--- src/rtl/dotprod_pkg.sv ---
// Shared constants and bank-state encoding for the dot-product operand path.
// No logic; imported by the loader and its banks.
package dotprod_pkg;

    localparam int N_DEF   = 32;
    localparam int LEN_DEF = 4;

    typedef enum logic [1:0] {
        EMPTY   = 2'd0,
        FILLING = 2'd1,
        FULL    = 2'd2
    } bank_state_e;

endpackage

--- src/rtl/dot_vec_bank.sv ---
// One operand bank: LEN-slot a/b register pair filled in order, zero-padded on close.
// Write lands next cycle; the owner must not write while FULL, release empties it.
module dot_vec_bank
    import dotprod_pkg::*;
#(
    parameter  int N   = N_DEF,
    parameter  int LEN = LEN_DEF,
    localparam int CW  = $clog2(LEN + 1),
    localparam int IW  = $clog2(LEN)
) (
    input  logic        clk,
    input  logic        rst,
    input  logic        wr_en,
    input  logic        wr_last,
    input  logic [N-1:0] wr_a,
    input  logic [N-1:0] wr_b,
    input  logic        rd_release,
    output bank_state_e state,
    output logic        wr_close,
    output logic [N-1:0] slot_a [LEN],
    output logic [N-1:0] slot_b [LEN],
    output logic [CW-1:0] count
);

    bank_state_e   state_q, state_d;
    logic [IW-1:0] idx_q, idx_d;
    logic [CW-1:0] count_q, count_d;
    logic [N-1:0]  a_q [LEN];
    logic [N-1:0]  a_d [LEN];
    logic [N-1:0]  b_q [LEN];
    logic [N-1:0]  b_d [LEN];

    assign wr_close = wr_en && (wr_last || (idx_q == IW'(LEN - 1)));

    always_comb begin
        state_d = state_q;
        idx_d   = idx_q;
        count_d = count_q;
        a_d     = a_q;
        b_d     = b_q;
        if (wr_en) begin
            a_d[idx_q] = wr_a;
            b_d[idx_q] = wr_b;
            if (wr_close) begin
                // Clear the unused tail so stale slots never reach the product.
                for (int k = 0; k < LEN; k++) begin
                    if (k > int'(idx_q)) begin
                        a_d[k] = '0;
                        b_d[k] = '0;
                    end
                end
                count_d = CW'(idx_q) + CW'(1);
                idx_d   = '0;
                state_d = FULL;
            end else begin
                idx_d   = idx_q + IW'(1);
                state_d = FILLING;
            end
        end else if (rd_release) begin
            state_d = EMPTY;
        end
    end

    always_ff @(posedge clk) begin
        if (rst) begin
            state_q <= EMPTY;
            idx_q   <= '0;
            count_q <= '0;
            for (int k = 0; k < LEN; k++) begin
                a_q[k] <= '0;
                b_q[k] <= '0;
            end
        end else begin
            state_q <= state_d;
            idx_q   <= idx_d;
            count_q <= count_d;
            a_q     <= a_d;
            b_q     <= b_d;
        end
    end

    always_comb begin
        state  = state_q;
        count  = count_q;
        slot_a = a_q;
        slot_b = b_q;
    end

endmodule

--- src/rtl/dot_vec_loader.sv ---
// Ping-pong operand loader: streams element pairs into two banks and presents whole vectors.
// vec_valid one cycle after the closing accept; in_ready drops only while the fill bank is FULL.
module dot_vec_loader
    import dotprod_pkg::*;
#(
    parameter int N   = N_DEF,
    parameter int LEN = LEN_DEF
) (
    input  logic                       clk,
    input  logic                       rst,
    input  logic                       in_valid,
    output logic                       in_ready,
    input  logic [N-1:0]               in_a,
    input  logic [N-1:0]               in_b,
    input  logic                       in_last,
    output logic                       vec_valid,
    input  logic                       vec_ready,
    output logic [N-1:0]               vec_a [LEN],
    output logic [N-1:0]               vec_b [LEN],
    output logic [$clog2(LEN+1)-1:0]   vec_count
);

    localparam int CW = $clog2(LEN + 1);

    logic        fill_ptr_q, fill_ptr_d;
    logic        rd_ptr_q, rd_ptr_d;
    bank_state_e st0, st1;
    bank_state_e fill_state, rd_state;
    logic        close0, close1;
    logic        accept, consume;
    logic        wr0, wr1, rel0, rel1;
    logic [N-1:0]  a0 [LEN];
    logic [N-1:0]  b0 [LEN];
    logic [N-1:0]  a1 [LEN];
    logic [N-1:0]  b1 [LEN];
    logic [CW-1:0] cnt0, cnt1;

    assign fill_state = fill_ptr_q ? st1 : st0;
    assign rd_state   = rd_ptr_q ? st1 : st0;
    assign in_ready   = !rst && (fill_state != FULL);
    assign accept     = in_valid && in_ready;
    assign vec_valid  = !rst && (rd_state == FULL);
    assign consume    = vec_valid && vec_ready;
    assign wr0        = accept && !fill_ptr_q;
    assign wr1        = accept && fill_ptr_q;
    assign rel0       = consume && !rd_ptr_q;
    assign rel1       = consume && rd_ptr_q;

    dot_vec_bank #(.N(N), .LEN(LEN)) u_bank0 (
        .clk        (clk),
        .rst        (rst),
        .wr_en      (wr0),
        .wr_last    (in_last),
        .wr_a       (in_a),
        .wr_b       (in_b),
        .rd_release (rel0),
        .state      (st0),
        .wr_close   (close0),
        .slot_a     (a0),
        .slot_b     (b0),
        .count      (cnt0)
    );

    dot_vec_bank #(.N(N), .LEN(LEN)) u_bank1 (
        .clk        (clk),
        .rst        (rst),
        .wr_en      (wr1),
        .wr_last    (in_last),
        .wr_a       (in_a),
        .wr_b       (in_b),
        .rd_release (rel1),
        .state      (st1),
        .wr_close   (close1),
        .slot_a     (a1),
        .slot_b     (b1),
        .count      (cnt1)
    );

    // Banks are closed and consumed in the same order, so each pointer just toggles.
    always_comb begin
        fill_ptr_d = fill_ptr_q ^ (close0 | close1);
        rd_ptr_d   = rd_ptr_q ^ consume;
    end

    always_ff @(posedge clk) begin
        if (rst) begin
            fill_ptr_q <= 1'b0;
            rd_ptr_q   <= 1'b0;
        end else begin
            fill_ptr_q <= fill_ptr_d;
            rd_ptr_q   <= rd_ptr_d;
        end
    end

    always_comb begin
        vec_count = '0;
        for (int k = 0; k < LEN; k++) begin
            vec_a[k] = '0;
            vec_b[k] = '0;
        end
        if (!rst) begin
            vec_count = rd_ptr_q ? cnt1 : cnt0;
            for (int k = 0; k < LEN; k++) begin
                vec_a[k] = rd_ptr_q ? a1[k] : a0[k];
                vec_b[k] = rd_ptr_q ? b1[k] : b0[k];
            end
        end
    end

endmodule

--- config.mk ---
export PLATFORM = sky130hd
export DESIGN_NAME = dot_vec_loader
export DESIGN_NICKNAME = d
export VERILOG_FILES = /design/src/rtl/dotprod_pkg.sv /design/src/rtl/dot_vec_bank.sv /design/src/rtl/dot_vec_loader.sv
export SDC_FILE = /design/constraint.sdc
export NUM_CORES = 1
export LEC_CHECK = 0
export CORE_UTILIZATION = 55
export DETAILED_ROUTE_END_ITERATION = 7
export GPL_ROUTABILITY_DRIVEN = 0
export PLACE_DENSITY = 0.82
export SKIP_CTS_REPAIR_TIMING = 1
export SLEW_MARGIN = 5
export SYNTH_ARGS = -nofsm -noshare
export SYNTH_HDL_FRONTEND = slang
export SYNTH_SLANG_ARGS = --single-unit
export TNS_END_PERCENT = 20
--- constraint.sdc ---
create_clock -name clk -period 4 [get_ports clk]
set_input_delay 0.8 -clock clk [delete_from_list [all_inputs] [get_ports clk]]
set_output_delay 0.8 -clock clk [all_outputs]
set_load 0.02 [all_outputs]
==> results of run 1 <==
sequential cells by signal (all words and copies together), names as in the netlist:
signal,count
fill_ptr_q,1
rd_ptr_q,1
u_bank0.count,3
u_bank0.idx_q,2
u_bank0.slot_a,128
u_bank0.slot_b,128
u_bank0.state,2
u_bank1.count,3
u_bank1.idx_q,2
u_bank1.slot_a,128
u_bank1.slot_b,128
u_bank1.state,2
critical path, cell delays in order (launching register included):
cell and delay [ns]:
dfxtp_4 0.69, buf_12 0.44, mux2i_1 0.46, nor2_1 0.09, clkdlybuf4s50_1 0.56
power by group through the flow:
stage | combinational [W] | sequential (W) | clock [W]
after global placement | 0.00113 | 0.00552 | 0
after floorplan | 0.000787 | 0.00550 | 0
after global routing | 0.00125 | 0.00542 | 0.00535
final | 0.00120 | 0.00541 | 0.00511
after CTS | 0.00117 | 0.00541 | 0.00512
after detailed placement | 0.00116 | 0.00553 | 0
metal layers:
metal,up-vias,part of all wire,GRT usage
li1,10500,-,-
met2,1506,0.46,0.532
met5,-,0.00012,0
met4,2,0.038,0.141
met3,228,0.093,0.0587
met1,11500,0.41,0.463
per-stage QoR:
stage	hold WS (ns)	instances
4_1_cts	0.457	3509
6_report	0.457	3510
2_1_floorplan	0.426	2841
3_3_place_gp	0.433	3411
3_5_place_dp	0.443	3411
5_1_grt	0.483	3510
final cells by class:
type	instances	area, um^2	share of cell area
Antenna cell	1	2.50	0.0000851
Clock buffer	77	1590	0.0540
Clock inverter	21	193	0.00655
Inverter	8	37.5	0.00128
Multi-Input combinational cell	1893	12300	0.418
Sequential cell	528	10600	0.359
Tap cell	592	741	0.0252
Timing Repair Buffer	390	3970	0.135
synthesized netlist by cell type (3+ instances only):
cell,n,area share
dfxtp_1,528,0.43
nor2b_1,5,0.0013
clkbuf_2,53,0.011
nor2_1,265,0.040
a21oi_1,142,0.029
o31ai_1,133,0.040
clkbuf_1,164,0.025
buf_4,14,0.0042
o21ai_0,6,0.0012
nand3_2,3,0.0012
a22o_1,85,0.030
inv_1,7,0.0011
nand3_1,5,0.0010
buf_1,26,0.0039
mux2i_1,259,0.10
o211ai_1,128,0.039
nand3b_1,5,0.0015
ha_1,12,0.0061
nand4_1,264,0.067
o32ai_1,128,0.045
buf_2,132,0.027
a32o_1,43,0.017
buf_6,23,0.010
nand2_1,384,0.058
cell families after synthesis:
logic type / count (synthesis)
fa+ha+maj: 12
buf+inv: 420
compound gates: 676
simple gates: 946
flops: 528
mux: 259
worst max path at each step:
stage,startpoint,to
floorplan,rst,vec_b[100]
global route,rd_ptr_q$_SDFF_PP0_,vec_a[4]
detailed placement,in_valid,u_bank1.slot_a[14]$_SDFFE_PP0P_
global placement,in_valid,u_bank1.slot_a[10]$_SDFFE_PP0P_
finish,rd_ptr_q$_SDFF_PP0_,vec_a[95]
CTS,rd_ptr_q$_SDFF_PP0_,vec_a[44]
==> results.md, run 1 <==
* Status: finished, final reports clean
* CTS tree: built
* Count of input and output buffers at 329
* Setup ws final at 0.302 ns
* Remaining Overflow, GRT at 0
* Setup crit start kind: register
* Peak VDD IR at 0.279 mV
* Slew Viols, Final at 0
* Critical path capture point type: primary output
* Adder-cell share of the synthesized area at 0.00605
* Initial antenna violation count at 2
* GRT Total Usage at 0.340
* Setup violators final at 0
* Number of distinct library cells after synthesis at 40
* Commonest cells after routing, fill and taps aside: dfxtp_1, nand2_1, clkdlybuf4s50_1
* Via density at 6.75
* Final #Nets at 2955
* CP Class: register to primary output
* DR pass1 iterations at 8
* R2r worst-path depth at 4
* Die Ht at 214 um
* Via count at 23700
* Wire per inst at 23.2 um
* H-tree Lvls at 2
* Synth Net Count at 2922
* Hold Crit Start: u_bank0.count[2]$_SDFFE_PP0P_
* WHS Endpoint: u_bank0.count[2]$_SDFFE_PP0P_
* Starting Density at 0.560
* Register area share after synthesis at 0.426
* Core area at 0.0443 mm^2
* Final worst-path cycle share at 0.925
* CTS max path bufs at 3
* Setup_tns at 0 ns
* Internal power at 0.00863 W
* Post-route cell area at 0.0294 mm^2
* Gate Count Post-Synth at 2841
* Most common cell after layout, fill and taps aside: dfxtp_1
* Filler cells at 3468
* Number of global-route vias before repair at 22500
* DIE AREA at 0.0459 mm^2
* Main combinational cell family by area after synthesis: compound AO/OA/AOI/OAI gates
* Yosys warns at 0
* EDFF count, synth at 0
* Mapped Area at 0.0248 mm^2
* Sequential Power Share at 0.462
* Worst reg2reg path endpoint: u_bank0.slot_b[29]$_SDFFE_PP0P_
* DRC at 0
* Leak at 9.65 nW
* Die W at 214 um
* Post-synthesis xor/xnor area fraction at 0
* P per Cell Area at 398 mW/mm^2
* Unrepaired setup endpoints after global routing: no
* Synth async-reset ratio at 0
* Yosys reg bits at 528
* Multiplexer area fraction after synthesis at 0.105
* Clk root buf: clkbuf_16
* Syn avg cell area at 8.73 um^2
* Combinational power share at 0.102
* TritonCTS Buffers at 53
* Fmax at 270 MHz
* Min Tclk post-route at 3.70 ns
* Total Power at 0.0117 W
* First-pass GRT wire length at 127000 um
* Placed instance area at 0.0276 mm^2
* Post-place setup slack at 0.652 ns
* Max Cap Violations at 0
* Share of cells above drive strength 1 at 0.0614
* Prevailing post-synth register cell: dfxtp_1
* WHS Path Cells at 1
* Final WL at 81300 um
* Clock Latency Late Sink at 0.60 ns
* Layout Area Growth over Synthesis at 18.6%
* Post-Route Skew at 0.0108 ns
* Worst EP required at 3.20 ns
* Simple logic cell fraction of the synthesized area at 0.174
* Final Hold Fails at 0
* CP arrival at 2.90 ns
* Worst min path class: register to register
* Ports at 330
* Post-synthesis compound-gate area fraction at 0.207
* Post-route core utilization at 0.664
* Clock share of power at 0.436
* Psw at 0.00308 W
* Worst r2r src: u_bank0.state[0]$_SDFFE_PP0P_
* Hpwl dp at 48000 um
* ANT nets after route at 0
* Largest net degree at the start of global routing at 181
* Row count at 77
* Reg clk slew, reported paths at 0.06 ns
* Starting DRT DRC Count at 3267
* Slew margin rel. at 0.226
* Net switching fraction of the power at 0.263
* # clock sinks at 528
* Worst-Margin Slew at 1.16 ns
* Critical path peak fanout at 59
* Worst R2R Setup Slack at 1.30 ns
Note: power is estimated with default switching activity, not from simulation.
==> inputs of run 2 (changes only) <==
--- a/config.mk
+++ b/config.mk
@@ -5,10 +5,13 @@
 export SDC_FILE = /design/constraint.sdc
 export NUM_CORES = 1
 export LEC_CHECK = 0
-export CORE_UTILIZATION = 55
+export CELL_PAD_IN_SITES_DETAIL_PLACEMENT = 2
+export CELL_PAD_IN_SITES_GLOBAL_PLACEMENT = 2
+export CORE_UTILIZATION = 34
 export DETAILED_ROUTE_END_ITERATION = 7
 export GPL_ROUTABILITY_DRIVEN = 0
-export PLACE_DENSITY = 0.82
+export PLACE_DENSITY = 0.83
+export REMOVE_ABC_BUFFERS = 1
 export SKIP_CTS_REPAIR_TIMING = 1
 export SLEW_MARGIN = 5
 export SYNTH_ARGS = -nofsm -noshare
==> constraint.sdc (replaced) <==
create_clock -name clk -period 3.6 [get_ports clk]
set_input_delay 0.72 -clock clk [delete_from_list [all_inputs] [get_ports clk]]
set_output_delay 0.72 -clock clk [all_outputs]
set_load 0.02 [all_outputs]
==> run 2 against run 1 <==
- global-route usage decreased by 5.5 points
- first-iteration DRC count decreased by 48%
- combinational power increased by 25%
- worst setup slack got worse by 0.24 ns
- utilization decreased by 24 points
- flip-flop and latch count unchanged
- register-to-register slack got worse by 0.17 ns
- die area increased by 61%
- sequential power increased by 11%
- hold slack improved by 0.0047 ns
- critical path depth unchanged
- highest routed layer unchanged
==> results.md, run 2 (synthesized netlist as in run 1, its figures left out) <==
* Count of input and output buffers at 329 (unchanged)
* Total Power at 0.0137 W (+17%)
* R2r worst-path depth at 6 (+2)
* P per Cell Area at 449 mW/mm^2 (+13%)
* Clock Latency Late Sink at 0.63 ns (+0.03 ns)
* Leak at 9.93 nW (+2.9%)
* # clock sinks at 528 (unchanged)
* CP peak stage delay at 0.68 ns (about the same)
* Worst min path class: register to register
* Clk root buf: clkbuf_16
* Family with the most delay on the worst path: buffers and inverters
* CTS max path bufs at 3 (unchanged)
* ANT nets after route at 0 (unchanged)
* WHS Path Cells at 1 (unchanged)
* Slowest-stage cell, CP: clkdlybuf4s50_1
* CP Class: register to primary output
* Fmax at 283 MHz
* Unrepaired setup endpoints after global routing: no
* Most common cell after layout, fill and taps aside: dfxtp_1
* Critical path capture point type: primary output
* Worst EP required at 2.88 ns (-0.32 ns)
* H-tree Lvls at 2 (unchanged)
* Placed instance area at 0.0285 mm^2 (+3.2%)
* Worst-Margin Slew at 1.23 ns (+0.0716 ns)
* Final #Nets at 2985 (+1.0%)
* Row count at 98 (+27%)
* CTS tree: built
* Via count at 24200 (+2.3%)
* Max Cap Violations at 0 (unchanged)
* Die W at 272 um (+27%)
* Slew margin rel. at 0.178 (-0.0477)
* Starting Density at 0.345 (-0.214)
* TritonCTS Buffers at 59 (+11%)
* Remaining Overflow, GRT at 0 (unchanged)
* Hpwl dp at 64100 um (+33%)
* Worst path bufs/invs at 2 (unchanged)
* CP arrival at 2.82 ns (-0.08 ns)
* Status: finished, final reports clean
* Commonest cells after routing, fill and taps aside: dfxtp_1, nand2_1, clkdlybuf4s50_1
* Critical path peak fanout at 14 (-76%)
* Setup_tns at 0 ns (unchanged)
* Initial antenna violation count at 4 (+2)
* Final Hold Fails at 0 (unchanged)
* Share of cells above drive strength 1 at 0.0695 (+0.00817)
* Post-route cell area at 0.0305 mm^2 (+3.7%)
* Largest net degree at the start of global routing at 194 (+7.2%)
* Crit. path cell count at 4 (unchanged)
* Starting DRT DRC Count at 1688 (-48%)
* Slew Viols, Final at 0 (unchanged)
* Die Ht at 272 um (+27%)
* DRC at 0 (unchanged)
* Setup crit start kind: register
* Peak VDD IR at 0.324 mV (+16%)
* Post-route core utilization at 0.424 (-0.239)
* DR pass1 iterations at 5 (-3)
* Worst path cell trace: buf_16 -> or3b_2 -> a21oi_2 -> clkdlybuf4s50_1
* Wire per inst at 27.8 um (+20%)
* Filler cells at 7738 (+120%)
* Min Tclk post-route at 3.54 ns
* Final WL at 108000 um (+33%)
* DIE AREA at 0.0740 mm^2 (+61%)
* Post-Route Skew at 0.0173 ns (+0.00647 ns)
* Number of global-route vias before repair at 26900 (+19%)
* Reg clk slew, reported paths at 0.06 ns (about the same)
* Core area at 0.0719 mm^2 (+62%)
* GRT Total Usage at 0.285 (-0.0548)
* Via density at 6.22 (-7.9%)
* Final worst-path cycle share at 0.983
* Ports at 330 (unchanged)
* First-pass GRT wire length at 165000 um (+30%)
* Setup violators final at 0 (unchanged)
* Layout Area Growth over Synthesis at 23.0%
run 2: where the power goes:
part	leakage, nW	internal [W]	switching (W)
Combinational	4.69	0.000411	0.00109
Clock	0.967	0.00362	0.00255
Sequential	4.27	0.00595	0.0000676
Total	9.93	0.00998	0.00371
run 2: layer usage:
metal,global-route usage,vias to the layer above,wire (um)
met5,0,-,26
met4,0.120,4,4150
met3,0.0374,259,5000
met2,0.494,846,53500
met1,0.354,12600,45800
li1,-,10600,-
run 2: final cells by class:
| class | count | area [um^2] | share of cell area |
|---|---|---|---|
| clock buffer | 92 | 1800 | 0.0591 |
| multi-input combinational | 1893 | 12300 | 0.405 |
| timing repair buffer | 414 | 4410 | 0.144 |
| sequential | 528 | 10600 | 0.347 |
| inverter | 8 | 37.5 | 0.00123 |
| tap | 950 | 1190 | 0.0390 |
| antenna | 2 | 5.00 | 0.000164 |
| clock inverter | 13 | 144 | 0.00472 |
run 2: final timing paths:
check                                      from                               to  slack (ns)
setup / recovery            rd_ptr_q$_SDFF_PP0_                        vec_valid        0.06
hold / removal    u_bank1.count[2]$_SDFFE_PP0P_    u_bank1.count[2]$_SDFFE_PP0P_        0.46
setup reg to reg  u_bank0.idx_q[1]$_SDFFE_PP0P_  u_bank0.slot_a[84]$_SDFFE_PP0P_        1.13
hold reg to reg   u_bank1.count[2]$_SDFFE_PP0P_    u_bank1.count[2]$_SDFFE_PP0P_        0.46
run 2: worst reg2reg max path, stage by stage (launching register included):
cell and delay (ns):
dfxtp_1 0.36, inv_1 0.17, ha_4 0.49, inv_1 0.15
a211oi_4 0.24, buf_4 0.59, o32ai_1 0.29
run 2: stage by stage:
stage,hold slack (ns),cells,worst slack (ns)
after detailed placement,0.448,3792,0.459
after global placement,0.434,3792,0.488
after CTS,0.464,3897,-0.155
after global routing,0.480,3899,0.0200
final,0.462,3900,0.0617
after floorplan,0.426,2429,-6.88
